`config.mk`:
```
export PLATFORM = sky130hd
export DESIGN_NAME = serial_adder_ctrl_flat
export DESIGN_NICKNAME = d
export VERILOG_FILES = /design/src/rtl/serial_adder_ctrl_pkg.sv /design/src/rtl/serial_adder_ctrl_if.sv /design/src/rtl/serial_adder_ctrl_full_adder.sv /design/src/rtl/serial_adder_ctrl.sv /design/src/flat_wrapper.sv
export SDC_FILE = /design/constraint.sdc
export NUM_CORES = 1
export LEC_CHECK = 0
export ABC_AREA = 1
export BUFFER_PORTS_ARGS = -buffer_cell sky130_fd_sc_hd__buf_2
export CAP_MARGIN = 20
export CELL_PAD_IN_SITES_DETAIL_PLACEMENT = 0
export CELL_PAD_IN_SITES_GLOBAL_PLACEMENT = 1
export CORE_MARGIN = 5
export CORE_UTILIZATION = 42
export DETAILED_ROUTE_END_ITERATION = 12
export PLACE_DENSITY_LB_ADDON = 0.08
export SKIP_CTS_REPAIR_TIMING = 1
export SYNTH_ARGS = -nofsm -noshare
export SYNTH_HDL_FRONTEND = slang
export SYNTH_SLANG_ARGS = --single-unit
export TNS_END_PERCENT = 50
```
`constraint.sdc`:
```
create_clock -name clk -period 2.9 [get_ports clk]
set_input_delay 0.58 -clock clk [delete_from_list [all_inputs] [get_ports clk]]
set_output_delay 0.58 -clock clk [all_outputs]
set_load 0.01 [all_outputs]
```
`src/rtl/serial_adder_ctrl_pkg.sv`:
```
// Shared types and constants for the bit-serial adder controller.
// The state encoding is fixed at 2 bits; encoding 3 is illegal and recovers to IDLE.
package serial_adder_ctrl_pkg;

    localparam int ST_W = 2;

    typedef enum logic [ST_W-1:0] {
        ST_IDLE    = 2'd0,
        ST_RUN     = 2'd1,
        ST_DONE    = 2'd2,
        ST_ILLEGAL = 2'd3
    } state_t;

    // Signed overflow: carry into the sign bit disagrees with carry out of it.
    function automatic logic signed_ovf(input logic cin_msb, input logic cout_msb);
        return cin_msb ^ cout_msb;
    endfunction

endpackage

```
`src/rtl/serial_adder_ctrl_if.sv`:
```
// Request/result bundle between a requester and the serial adder controller.
// Handshake: start is a request sampled only while the controller is idle (busy=0,
// done=0); busy is high for the whole addition and done pulses for one cycle when
// sum/c_out/ovf are valid. Results then hold until the next accepted start.
interface serial_adder_ctrl_if #(
    parameter int W = 8
);
    logic         start;
    logic [W-1:0] a;
    logic [W-1:0] b;
    logic         c_in;
    logic         busy;
    logic         done;
    logic [W-1:0] sum;
    logic         c_out;
    logic         ovf;

    modport master (
        output start, a, b, c_in,
        input  busy, done, sum, c_out, ovf
    );

    modport slave (
        input  start, a, b, c_in,
        output busy, done, sum, c_out, ovf
    );
endinterface

```
`src/rtl/serial_adder_ctrl_full_adder.sv`:
```
// The existing 1-bit full adder cell that the controller time-shares.
module full_adder_1 (
    input  logic a,
    input  logic b,
    input  logic c_i,
    output logic c_o,
    output logic s
);
    assign s   = a ^ b ^ c_i;
    assign c_o = (a & b) | (a & c_i) | (b & c_i);
endmodule

```
`src/rtl/serial_adder_ctrl.sv`:
```
// Bit-serial adder sequencer: captures two W-bit operands and a carry-in, then adds
// one bit per clock LSB first through a single full_adder_1, reporting sum/carry/overflow.
module serial_adder_ctrl
    import serial_adder_ctrl_pkg::*;
#(
    parameter int W  = 8,
    parameter int CW = 5
) (
    input  logic                  clk,
    input  logic                  rst_n,
    serial_adder_ctrl_if.slave    bus,
    output state_t                state_dbg
);

    state_t         state;
    state_t         state_nxt;

    logic [CW-1:0]  idx;
    logic [W-1:0]   a_sr;
    logic [W-1:0]   b_sr;
    logic [W-1:0]   sum_r;
    logic           carry;
    logic           cin_msb;
    logic           c_out_r;
    logic           ovf_r;

    logic           load;
    logic           step;
    logic           last;
    logic           fa_s;
    logic           fa_co;

    full_adder_1 u_fa (
        .a   (a_sr[0]),
        .b   (b_sr[0]),
        .c_i (carry),
        .c_o (fa_co),
        .s   (fa_s)
    );

    always_ff @(posedge clk or negedge rst_n) begin
        if (!rst_n) begin
            state <= ST_IDLE;
        end else begin
            state <= state_nxt;
        end
    end

    always_comb begin
        state_nxt = state;
        load      = 1'b0;
        step      = 1'b0;
        last      = 1'b0;
        case (state)
            ST_IDLE: begin
                if (bus.start) begin
                    load      = 1'b1;
                    state_nxt = ST_RUN;
                end
            end
            ST_RUN: begin
                step = 1'b1;
                if (idx == CW'(W - 1)) begin
                    last      = 1'b1;
                    state_nxt = ST_DONE;
                end
            end
            ST_DONE: begin
                state_nxt = ST_IDLE;
            end
            default: begin
                state_nxt = ST_IDLE;
            end
        endcase
    end

    // Datapath: operands shift out LSB first while sum bits enter from the MSB side,
    // so after W steps sum_r holds the result in natural bit order.
    always_ff @(posedge clk or negedge rst_n) begin
        if (!rst_n) begin
            idx     <= '0;
            a_sr    <= '0;
            b_sr    <= '0;
            sum_r   <= '0;
            carry   <= 1'b0;
            cin_msb <= 1'b0;
            c_out_r <= 1'b0;
            ovf_r   <= 1'b0;
        end else if (load) begin
            a_sr  <= bus.a;
            b_sr  <= bus.b;
            carry <= bus.c_in;
            idx   <= '0;
        end else if (step) begin
            a_sr  <= {1'b0, a_sr[W-1:1]};
            b_sr  <= {1'b0, b_sr[W-1:1]};
            sum_r <= {fa_s, sum_r[W-1:1]};
            carry <= fa_co;
            idx   <= idx + 1'b1;
            if (idx == CW'(W - 2)) begin
                cin_msb <= fa_co;
            end
            if (last) begin
                c_out_r <= fa_co;
                ovf_r   <= signed_ovf(cin_msb, fa_co);
            end
        end
    end

    assign bus.busy  = (state == ST_RUN);
    assign bus.done  = (state == ST_DONE);
    assign bus.sum   = sum_r;
    assign bus.c_out = c_out_r;
    assign bus.ovf   = ovf_r;
    assign state_dbg = state;

endmodule

```
`src/flat_wrapper.sv`:
```
// flat-port wrapper written by rule: the top's interface ports become plain ports
module serial_adder_ctrl_flat import serial_adder_ctrl_pkg::*;
#(
    parameter int W  = 8,
    parameter int CW = 5
)
  (clk, rst_n, state_dbg, bus_start, bus_a, bus_b, bus_c_in, bus_busy, bus_done, bus_sum, bus_c_out, bus_ovf);
  serial_adder_ctrl_if #(.W(W)) bus_i ();
  input  logic clk;
  input  logic rst_n;
  output state_t state_dbg;
  input wire logic [$bits(bus_i.start)-1:0] bus_start;
  input wire logic [$bits(bus_i.a)-1:0] bus_a;
  input wire logic [$bits(bus_i.b)-1:0] bus_b;
  input wire logic [$bits(bus_i.c_in)-1:0] bus_c_in;
  output wire logic [$bits(bus_i.busy)-1:0] bus_busy;
  output wire logic [$bits(bus_i.done)-1:0] bus_done;
  output wire logic [$bits(bus_i.sum)-1:0] bus_sum;
  output wire logic [$bits(bus_i.c_out)-1:0] bus_c_out;
  output wire logic [$bits(bus_i.ovf)-1:0] bus_ovf;
  assign bus_i.start = bus_start;
  assign bus_i.a = bus_a;
  assign bus_i.b = bus_b;
  assign bus_i.c_in = bus_c_in;
  assign bus_busy = bus_i.busy;
  assign bus_done = bus_i.done;
  assign bus_sum = bus_i.sum;
  assign bus_c_out = bus_i.c_out;
  assign bus_ovf = bus_i.ovf;
  serial_adder_ctrl #(.W(W), .CW(CW)) u_core (.clk(clk), .rst_n(rst_n), .bus(bus_i), .state_dbg(state_dbg));
endmodule
```
==> impl_metrics.toml, run 1 <==
[die]
dieArea_um2 = 5120
dieWidth_um = 71.6
ios = 34
start_util_pct = 43.5
fp-row-count = 22
coreArea_um2 = 3660
die_h_um = 71.6

[pwr]
p_leak_nw = 1.01
finalPower_w = 0.00191
intPower_w = 0.00116
powerDensity_nw_per_um2 = 1020
vdd_drop_max_mv = 0.287
share_comb_of_total_power_pct = 37.3
p_sw_w = 0.000748
seqPwrFrac_pct = 42.6
clockPowerShare_pct = 20.1
switching_share_pct = 39.1

[setup_path]
cp-end-kind = "primary output"
crit_required_ns = 2.32
critical_path_class = "reg -> out"
cp.arrival_ns = 1.04
startpoint_type = "register"
worstPathMaxFanout = 4

[clocking]
path_clk_slew_ns = 0.07
htree_levels = 2
tritoncts = "built"
cts.sinks = 35
clkLatencyLatePin_ns = 0.29
numCtsBuffers = 5
cts.path.max_buffers = 2
cts-root-buf = "clkbuf_8"

[timing]
hold_violations = 0
worst_pin_slew_ns = 0.775
setup_viol = 0
slew_viol_final = 0
slew_headroom_pct = 48.3
setup-tns-final_ns = 0
skew_ns = 0.00657
fin_crit_ns = 1.62
rsz0062_at_grt = "no"
fmax_mhz = 619
period_share_pct = 55.7

[yosys]
ys_seq_elements = 35
synth_top_area_share_pct = 55.0
synth_fp_nets = 212
synth_top_area_cell = "dfrtp_1"
seq_area_frac_synth_pct = 55.0
avgSynthCellArea_um2 = 8.43
synth_cell_types = 17
synth_area_um2 = 1590
synth_warnings = 0
ys_top_cells_by_area = "dfrtp_1, nand2_1, nand3_1"
synth_cells = 189

[placement]
gp_congestion = 0.757
io_buffers = 33
place_hpwl_mm = 2.27
placed_area_um2 = 1780

[job]
maxCapViolCount = 0

[global_routing]
track_usage_pct = 14.7
grt_pass1_wl_mm = 5.84
grt.overflow.total = 0
grt_max_degree = 36
antenna_found_initial = 0
first_global_vias = 1302

[detailed_routing]
wl_per_cell_um = 12.3
drt.antenna.violating_nets = 0
vias = 1328
detail_route.first_pass.iterations = 4
drt-total-wl_mm = 3.33
detail_route.vias_per_cell = 4.88
drcViolationCount = 0
drtIter0Drc = 65

[status]
outcome = "finished, final reports clean"

[final_layout]
drive_gt1_share_pct = 21.9
design_area_um2 = 1880
area_growth_syn_to_layout_pct = 18.0
final_util_pct = 51.3
nNetsFinal = 246
diodes = 0

[worst_hold_path]
hold_class = "in -> async"
-- worst max-delay path, cell delays in order, from the launching register on --
cell     delay [ns]
dfrtp_1        0.40
inv_2          0.10
nand2_2        0.07
inv_2          0.06
buf_2          0.12
-- layout make-up --
cell class                      instances  area [um^2]
Timing Repair Buffer                   35          180
Fill cell                             368         1780
Inverter                               12         47.5
Multi-Input combinational cell        134          616
Sequential cell                        35          876
Clock buffer                            8          100
Tap cell                               48         60.1
-- power by group through the flow --
stage          clock network (W)  registers [W]  logic [W]
2_1_floorplan                  0       0.000837   0.000499
3_3_place_gp                   0       0.000819   0.000709
3_5_place_dp                   0       0.000824   0.000725
4_1_cts                 0.000397       0.000816   0.000727
5_1_grt                 0.000420       0.000844   0.000816
6_report                0.000384       0.000815   0.000713
-- stage by stage --
stage,hold slack [ns],cells,setup slack (ns)
floorplan,0.284,189,1.50
global placement,0.458,264,1.58
detailed placement,0.461,264,1.55
CTS,0.386,272,1.27
global route,0.428,272,1.22
finish,0.357,272,1.28
-- worst paths after layout --
| path | startpoint | endpoint | slack (ns) | cells after the start |
|---|---|---|---|---|
| setup / recovery | u_core.state_dbg[1]$_DFFE_PN0P_ | bus_busy | 1.28 | 4 |
| min in group clk | u_core.bus.c_out$_DFFE_PN0P_ | u_core.bus.c_out$_DFFE_PN0P_ | 0.47 | 2 |
| setup reg to reg | u_core.state_dbg[1]$_DFFE_PN0P_ | u_core.bus.c_out$_DFFE_PN0P_ | 1.57 | 7 |
| hold / removal | rst_n | u_core.bus.sum[3]$_DFFE_PN0P_ | 0.36 | 1 |
| max in group asynchronous | rst_n | u_core.a_sr[2]$_DFFE_PN0P_ | 2.03 | 1 |
| hold reg to reg | u_core.bus.c_out$_DFFE_PN0P_ | u_core.bus.c_out$_DFFE_PN0P_ | 0.47 | 2 |
-- routing by layer --
| metal | track usage [%] | wire, um |
|---|---|---|
| met4 | 8.14 | 86 |
| met3 | 4.21 | 211 |
| met5 | 0 | 0 |
| met2 | 23.4 | 1520 |
| met1 | 17.9 | 1510 |
-- cells by family (layout without fill, tap and decap cells) --
kind of cell,after synthesis,in the layout,share of synthesized area [%]
buffers and inverters,20,55,6.36
adder cells (fa/ha/maj),3,3,2.83
AND/OR/NAND/NOR,120,120,32.1
AO/OA/AOI/OAI,10,10,3.14
XOR/XNOR,1,1,0.550
flip-flops,35,35,55.0
-- flip-flops by register name (all words and copies together), names as in the netlist --
name,flops
u_core.bus.ovf,1
u_core.a_sr,8
u_core.cin_msb,1
u_core.bus.c_out,1
u_core.b_sr,8
u_core.carry,1
u_core.state_dbg,2
u_core.bus.sum,8
u_core.idx,5
-- synth_stat cells, drive strengths merged --
cell type  count
fa             1
nor2           9
dfrtp         35
nand3         37
ha             2
xor2           1
nand2         74
buf            8
o21ai         10
inv           12
-- placed cells by master (no fill, tap or decap), types with 2 or more instances in the layout --
cell | synthesis | layout
buf_2 | 4 | 33
buf_4 | 3 | 2
clkbuf_8 | 0 | 7
dfrtp_1 | 35 | 35
ha_1 | 2 | 2
inv_1 | 9 | 9
inv_2 | 2 | 2
nand2_1 | 71 | 71
nand2_2 | 3 | 3
nand3_1 | 37 | 37
nor2_1 | 8 | 8
o21ai_0 | 8 | 8
o21ai_1 | 2 | 2
No activity file was read; power rests on OpenSTA's default activity.
==> inputs of run 2 (changes only) <==
ABC_AREA = 0   (was 1)
CORE_UTILIZATION = 36   (was 42)
clock period = 1.4 ns   (was 2.9 ns; I/O delays follow)
==> impl_metrics.toml, run 2 <==
[setup_path]
crit_path_cell_trace = "nand2b_4 -> inv_4 -> buf_6 -> buf_6"
crit_required_ns = 1.12
worstPathMaxFanout = 4
cp.arrival_ns = 1.12
reg2reg_slack_ns = 0.01
critical_path_class = "reg -> out"
startpoint_type = "register"
critPathSlowestCell = "dfrtp_1"
cpMostUsedCell = "buf_6"
cpPeakStageDelay_ns = 0.42
cp-end-kind = "primary output"

[final_layout]
area_growth_syn_to_layout_pct = 31.1
drive_gt1_share_pct = 33.2
mostFrequentLayoutCells = "nand2_1, dfrtp_1, buf_2"
design_area_um2 = 2100
layout_commonest_cell = "nand2_1"
nNetsFinal = 236
nFillCells = 429
diodes = 0

[worst_hold_path]
hold_class = "in -> reg"

[job]
maxCapViolCount = 0

[timing]
skew_ns = 0.00417
setup_viol = 1
hold_violations = 0
setup-tns-final_ns = -0.00247
worst_pin_slew_ns = 0.426
fmax_mhz = 713
fin_crit_ns = 1.40
slew_viol_final = 0
layout_setup_ws_ns = -0.00247
slew_headroom_pct = 71.6
rsz0062_at_grt = "yes"
period_share_pct = 100

[yosys]
ys_top_cells_by_area = "dfrtp_1, nand2_1, a22oi_1"
synth_compound_area_share_pct = 17.7
synthTopCellsByCount = "dfrtp_1, nand2_1, o21ai_0, a22oi_1, nor2b_1"
synth_cell_types = 25
synthAdderAreaFrac_pct = 2.81
synth_top_area_cell = "dfrtp_1"
synth_edf_count = 0
synth_top_area_share_pct = 54.6
synth_xor_area_share_pct = 0.546
synth-simple-area-share_pct = 15.9
synth_ff_type = "dfrtp_1"
ys_seq_elements = 35
avgSynthCellArea_um2 = 9.83
synthMuxAreaShare_pct = 4.06
synth_warnings = 0
synth_area_um2 = 1600
synth_top_family_by_area = "compound AO/OA/AOI/OAI gates"
synth_fp_nets = 186
async_reset_ff_share_pct = 100
synth_cells = 163
seq_area_frac_synth_pct = 54.6

[placement]
gp_congestion = 0.734
io_buffers = 33
place_hpwl_mm = 2.68
placed_area_um2 = 1890

[die]
dieWidth_um = 76.7
die_h_um = 76.7
ios = 34
coreArea_um2 = 4320
dieArea_um2 = 5890
start_util_pct = 37.1
fp-row-count = 24

[pwr]
clockPowerShare_pct = 18.4
intPower_w = 0.00274
powerDensity_nw_per_um2 = 2030
seqPwrFrac_pct = 40.7
p_leak_nw = 1.05
finalPower_w = 0.00427
switching_share_pct = 35.8
vdd_drop_max_mv = 1.05
p_sw_w = 0.00153
share_comb_of_total_power_pct = 40.9

[detailed_routing]
drt.antenna.violating_nets = 0
vias = 1328
drtIter0Drc = 49
drt-total-wl_mm = 3.71
drcViolationCount = 0
detail_route.first_pass.iterations = 4
detail_route.vias_per_cell = 4.99
wl_per_cell_um = 13.9

[global_routing]
grt.overflow.total = 0
first_global_vias = 1343
grt_pass1_wl_mm = 6.24
grt_max_degree = 20
track_usage_pct = 13.0
antenna_found_initial = 0

[clocking]
numCtsBuffers = 5
tritoncts = "built"
cts.path.max_buffers = 2
cts.sinks = 35
path_clk_slew_ns = 0.06
cts-root-buf = "clkbuf_8"
htree_levels = 2
clkLatencyLatePin_ns = 0.28

[status]
violations = "negative setup slack"
outcome = "finished, violations left"
==> run 2: logic make-up (layout without fill, tap and decap cells) <==
logic type	count (synthesis)	count (layout)
AND/OR/NAND/NOR	56	56
buffers and inverters	15	66
XOR/XNOR	1	1
AO/OA/AOI/OAI	47	47
flip-flops	35	35
multiplexers	6	6
adder cells (fa/ha/maj)	3	3
==> run 2: final cells by class <==
cell class	instances	area, um^2	share of cell area [%]
clock buffer	8	100	4.76
inverter	3	13.8	0.655
tap	52	65.1	3.10
multi-input combinational	113	674	32.1
timing repair buffer	55	370	17.6
sequential	35	877	41.8
==> run 2: metrics by stage <==
step	util, %	setup WS (ns)	instances	hold slack [ns]
floorplan	-	0.00712	163	-0.0156
global placement	43.8	-0.0118	250	0.229
detailed placement	43.8	-0.0328	250	0.241
CTS	46.1	-0.211	258	-0.0723
global route	48.6	-0.0925	266	0.207
finish	48.6	-0.00247	266	0.220
==> run 2: final timing paths <==
path,startpoint,to,cells after the start
max,u_core.state_dbg[1]$_DFFE_PN0P_,bus_busy,4
min,bus_a[7],u_core.a_sr[7]$_DFFE_PN0P_,2
max reg2reg,u_core.state_dbg[1]$_DFFE_PN0P_,u_core.a_sr[5]$_DFFE_PN0P_,6
min reg2reg,u_core.idx[4]$_DFFE_PN0P_,u_core.idx[4]$_DFFE_PN0P_,1
max in group asynchronous,rst_n,u_core.a_sr[3]$_DFFE_PN0P_,3
min in group asynchronous,rst_n,u_core.bus.sum[2]$_DFFE_PN0P_,2
==> run 2: worst max-delay path: cells and delay by family, from the launching register on <==
family,cells,cell delay [ns]
flip-flops,1,0.42
buffers and inverters,3,0.26
AND/OR/NAND/NOR,1,0.17
==> run 2: layer usage <==
layer  GRT usage (%)  routed length (um)  vias up
met5               0                   0        -
li1                -                   -      661
met2            20.7                1830       35
met4            4.20                  21        0
met1            16.3                1650      630
met3            4.92                 199        2
==> run 2: power groups by stage <==
stage	registers (W)	logic [W]	clock network (W)
floorplan	0.00174	0.000977	0
global placement	0.00172	0.00153	0
detailed placement	0.00174	0.00158	0
CTS	0.00172	0.00159	0.000826
global route	0.00180	0.00196	0.000872
finish	0.00174	0.00175	0.000785
==> inputs of run 3 (changes only) <==
CORE_UTILIZATION = 44   (was 36)
GPL_TIMING_DRIVEN = 0   (was default)
RECOVER_POWER = 100   (was default)
clock period = 1.65 ns   (was 1.4 ns; I/O delays follow)
==> impl_metrics.toml, run 3 (synthesis results as in run 2) <==
[clocking]
cts-root-buf = "clkbuf_8"
htree_levels = 2
cts.sinks = 35
tritoncts = "built"
path_clk_slew_ns = 0.08
numCtsBuffers = 5
cts.path.max_buffers = 2
clkLatencyLatePin_ns = 0.28

[die]
dieWidth_um = 70.4
fp-row-count = 22
start_util_pct = 44.4
coreArea_um2 = 3610
die_h_um = 70.4
dieArea_um2 = 4950
ios = 34

[final_layout]
layout_commonest_cell = "nand2_1"
drive_gt1_share_pct = 21.7
mostFrequentLayoutCells = "nand2_1, dfrtp_1, buf_2"
diodes = 0
nNetsFinal = 225
area_growth_syn_to_layout_pct = 21.5

[timing]
layout_setup_ws_ns = 0.0877
period_share_pct = 94.7
hold_violations = 0
fin_crit_ns = 1.56
slew_viol_final = 0
worst_pin_slew_ns = 0.866
skew_ns = 0.00784
rsz0062_at_grt = "no"
fmax_mhz = 640
slew_headroom_pct = 42.3
setup_viol = 0

[setup_path]
cp-end-kind = "primary output"
crit_buf_inv = 2
cpPeakStageDelay_ns = 0.48
reg2reg_depth = 3
crit_family = "flip-flops"
crit_path_cell_trace = "clkbuf_2 -> nor2b_1 -> clkbuf_2"
cp.arrival_ns = 1.23
critPathSlowestCell = "dfrtp_2"
critical_path_class = "reg -> out"
crit_required_ns = 1.32
worstPathMaxFanout = 10
path_depth = 3
startpoint_type = "register"
cpMostUsedCell = "clkbuf_2"

[detailed_routing]
drtIter0Drc = 62
detail_route.first_pass.iterations = 4
drt-total-wl_mm = 3.53
detail_route.vias_per_cell = 5.04
vias = 1266
drt.antenna.violating_nets = 0
wl_per_cell_um = 14.0
drcViolationCount = 0

[placement]
gp_congestion = 0.757
dp_slack_ns = 0.0723
place_hpwl_mm = 2.51
io_buffers = 33

[pwr]
p_leak_nw = 0.935
powerDensity_nw_per_um2 = 1800
finalPower_w = 0.00350
vdd_drop_max_mv = 0.771

[global_routing]
grt_pass1_wl_mm = 6.44
antenna_found_initial = 0
track_usage_pct = 16.4
first_global_vias = 1383
grt_max_degree = 36
grt.overflow.total = 0

[status]
outcome = "finished, final reports clean"

[worst_hold_path]
hold_class = "in -> async"

[job]
maxCapViolCount = 0
==> run 3: cell count changes in the layout (fill, tap and decap cells not counted), moves of 2 or more <==
cell and delta:
buf_2 -10, clkbuf_1 +13, clkbuf_2 +4, buf_4 -15
clkbuf_8 -2, buf_6 -4
==> run 3: power by group <==
group | total (W) | internal, W | switching (W)
logic | 0.00127 | 0.000545 | 0.000724
registers | 0.00147 | 0.00121 | 0.000259
clock network | 0.000764 | 0.000450 | 0.000314
==> run 3: worst paths after layout <==
check / start / endpoint / slack, ns
max in group asynchronous: rst_n / u_core.state_dbg[0]$_DFFE_PN0P_ / 0.89
worst min-delay path: rst_n / u_core.bus.sum[5]$_DFFE_PN0P_ / 0.14
worst max-delay path: u_core.state_dbg[0]$_DFFE_PN0P_ / bus_done / 0.09
worst min register to register: u_core.idx[4]$_DFFE_PN0P_ / u_core.idx[4]$_DFFE_PN0P_ / 0.48
min in group clk: bus_a[7] / u_core.a_sr[7]$_DFFE_PN0P_ / 0.27
worst max register to register: u_core.a_sr[0]$_DFFE_PN0P_ / u_core.bus.ovf$_DFFE_PN0P_ / 0.10
==> run 3: per-stage QoR <==
stage / cells / util (%) / setup TNS (ns) / instance area [um^2] / hold WS (ns)
2_1_floorplan: 163 / - / 0 / 1600 / 0.0344
3_3_place_gp: 244 / 50.7 / 0 / 1830 / 0.441
3_5_place_dp: 244 / 50.7 / 0 / 1830 / 0.458
4_1_cts: 252 / 53.8 / -0.440 / 1940 / 0.144
5_1_grt: 251 / 54.0 / 0 / 1950 / 0.217
6_report: 251 / 54.0 / 0 / 1950 / 0.145
==> run 3: layer usage <==
metal | global-route usage (%) | wire [um]
met5 | 0 | 0
met4 | 4.47 | 23
met1 | 22.0 | 1630
met2 | 25.3 | 1710
met3 | 5.47 | 157
==> run 3: cell type report <==
class	count	area, um^2
Timing Repair Buffer	34	160
Buffer	10	61.3
Clock inverter	3	43.8
Sequential cell	35	877
Clock buffer	5	68.8
Tap cell	48	60.1
Multi-Input combinational cell	113	666
Inverter	3	11.3
Fill cell	360	1660
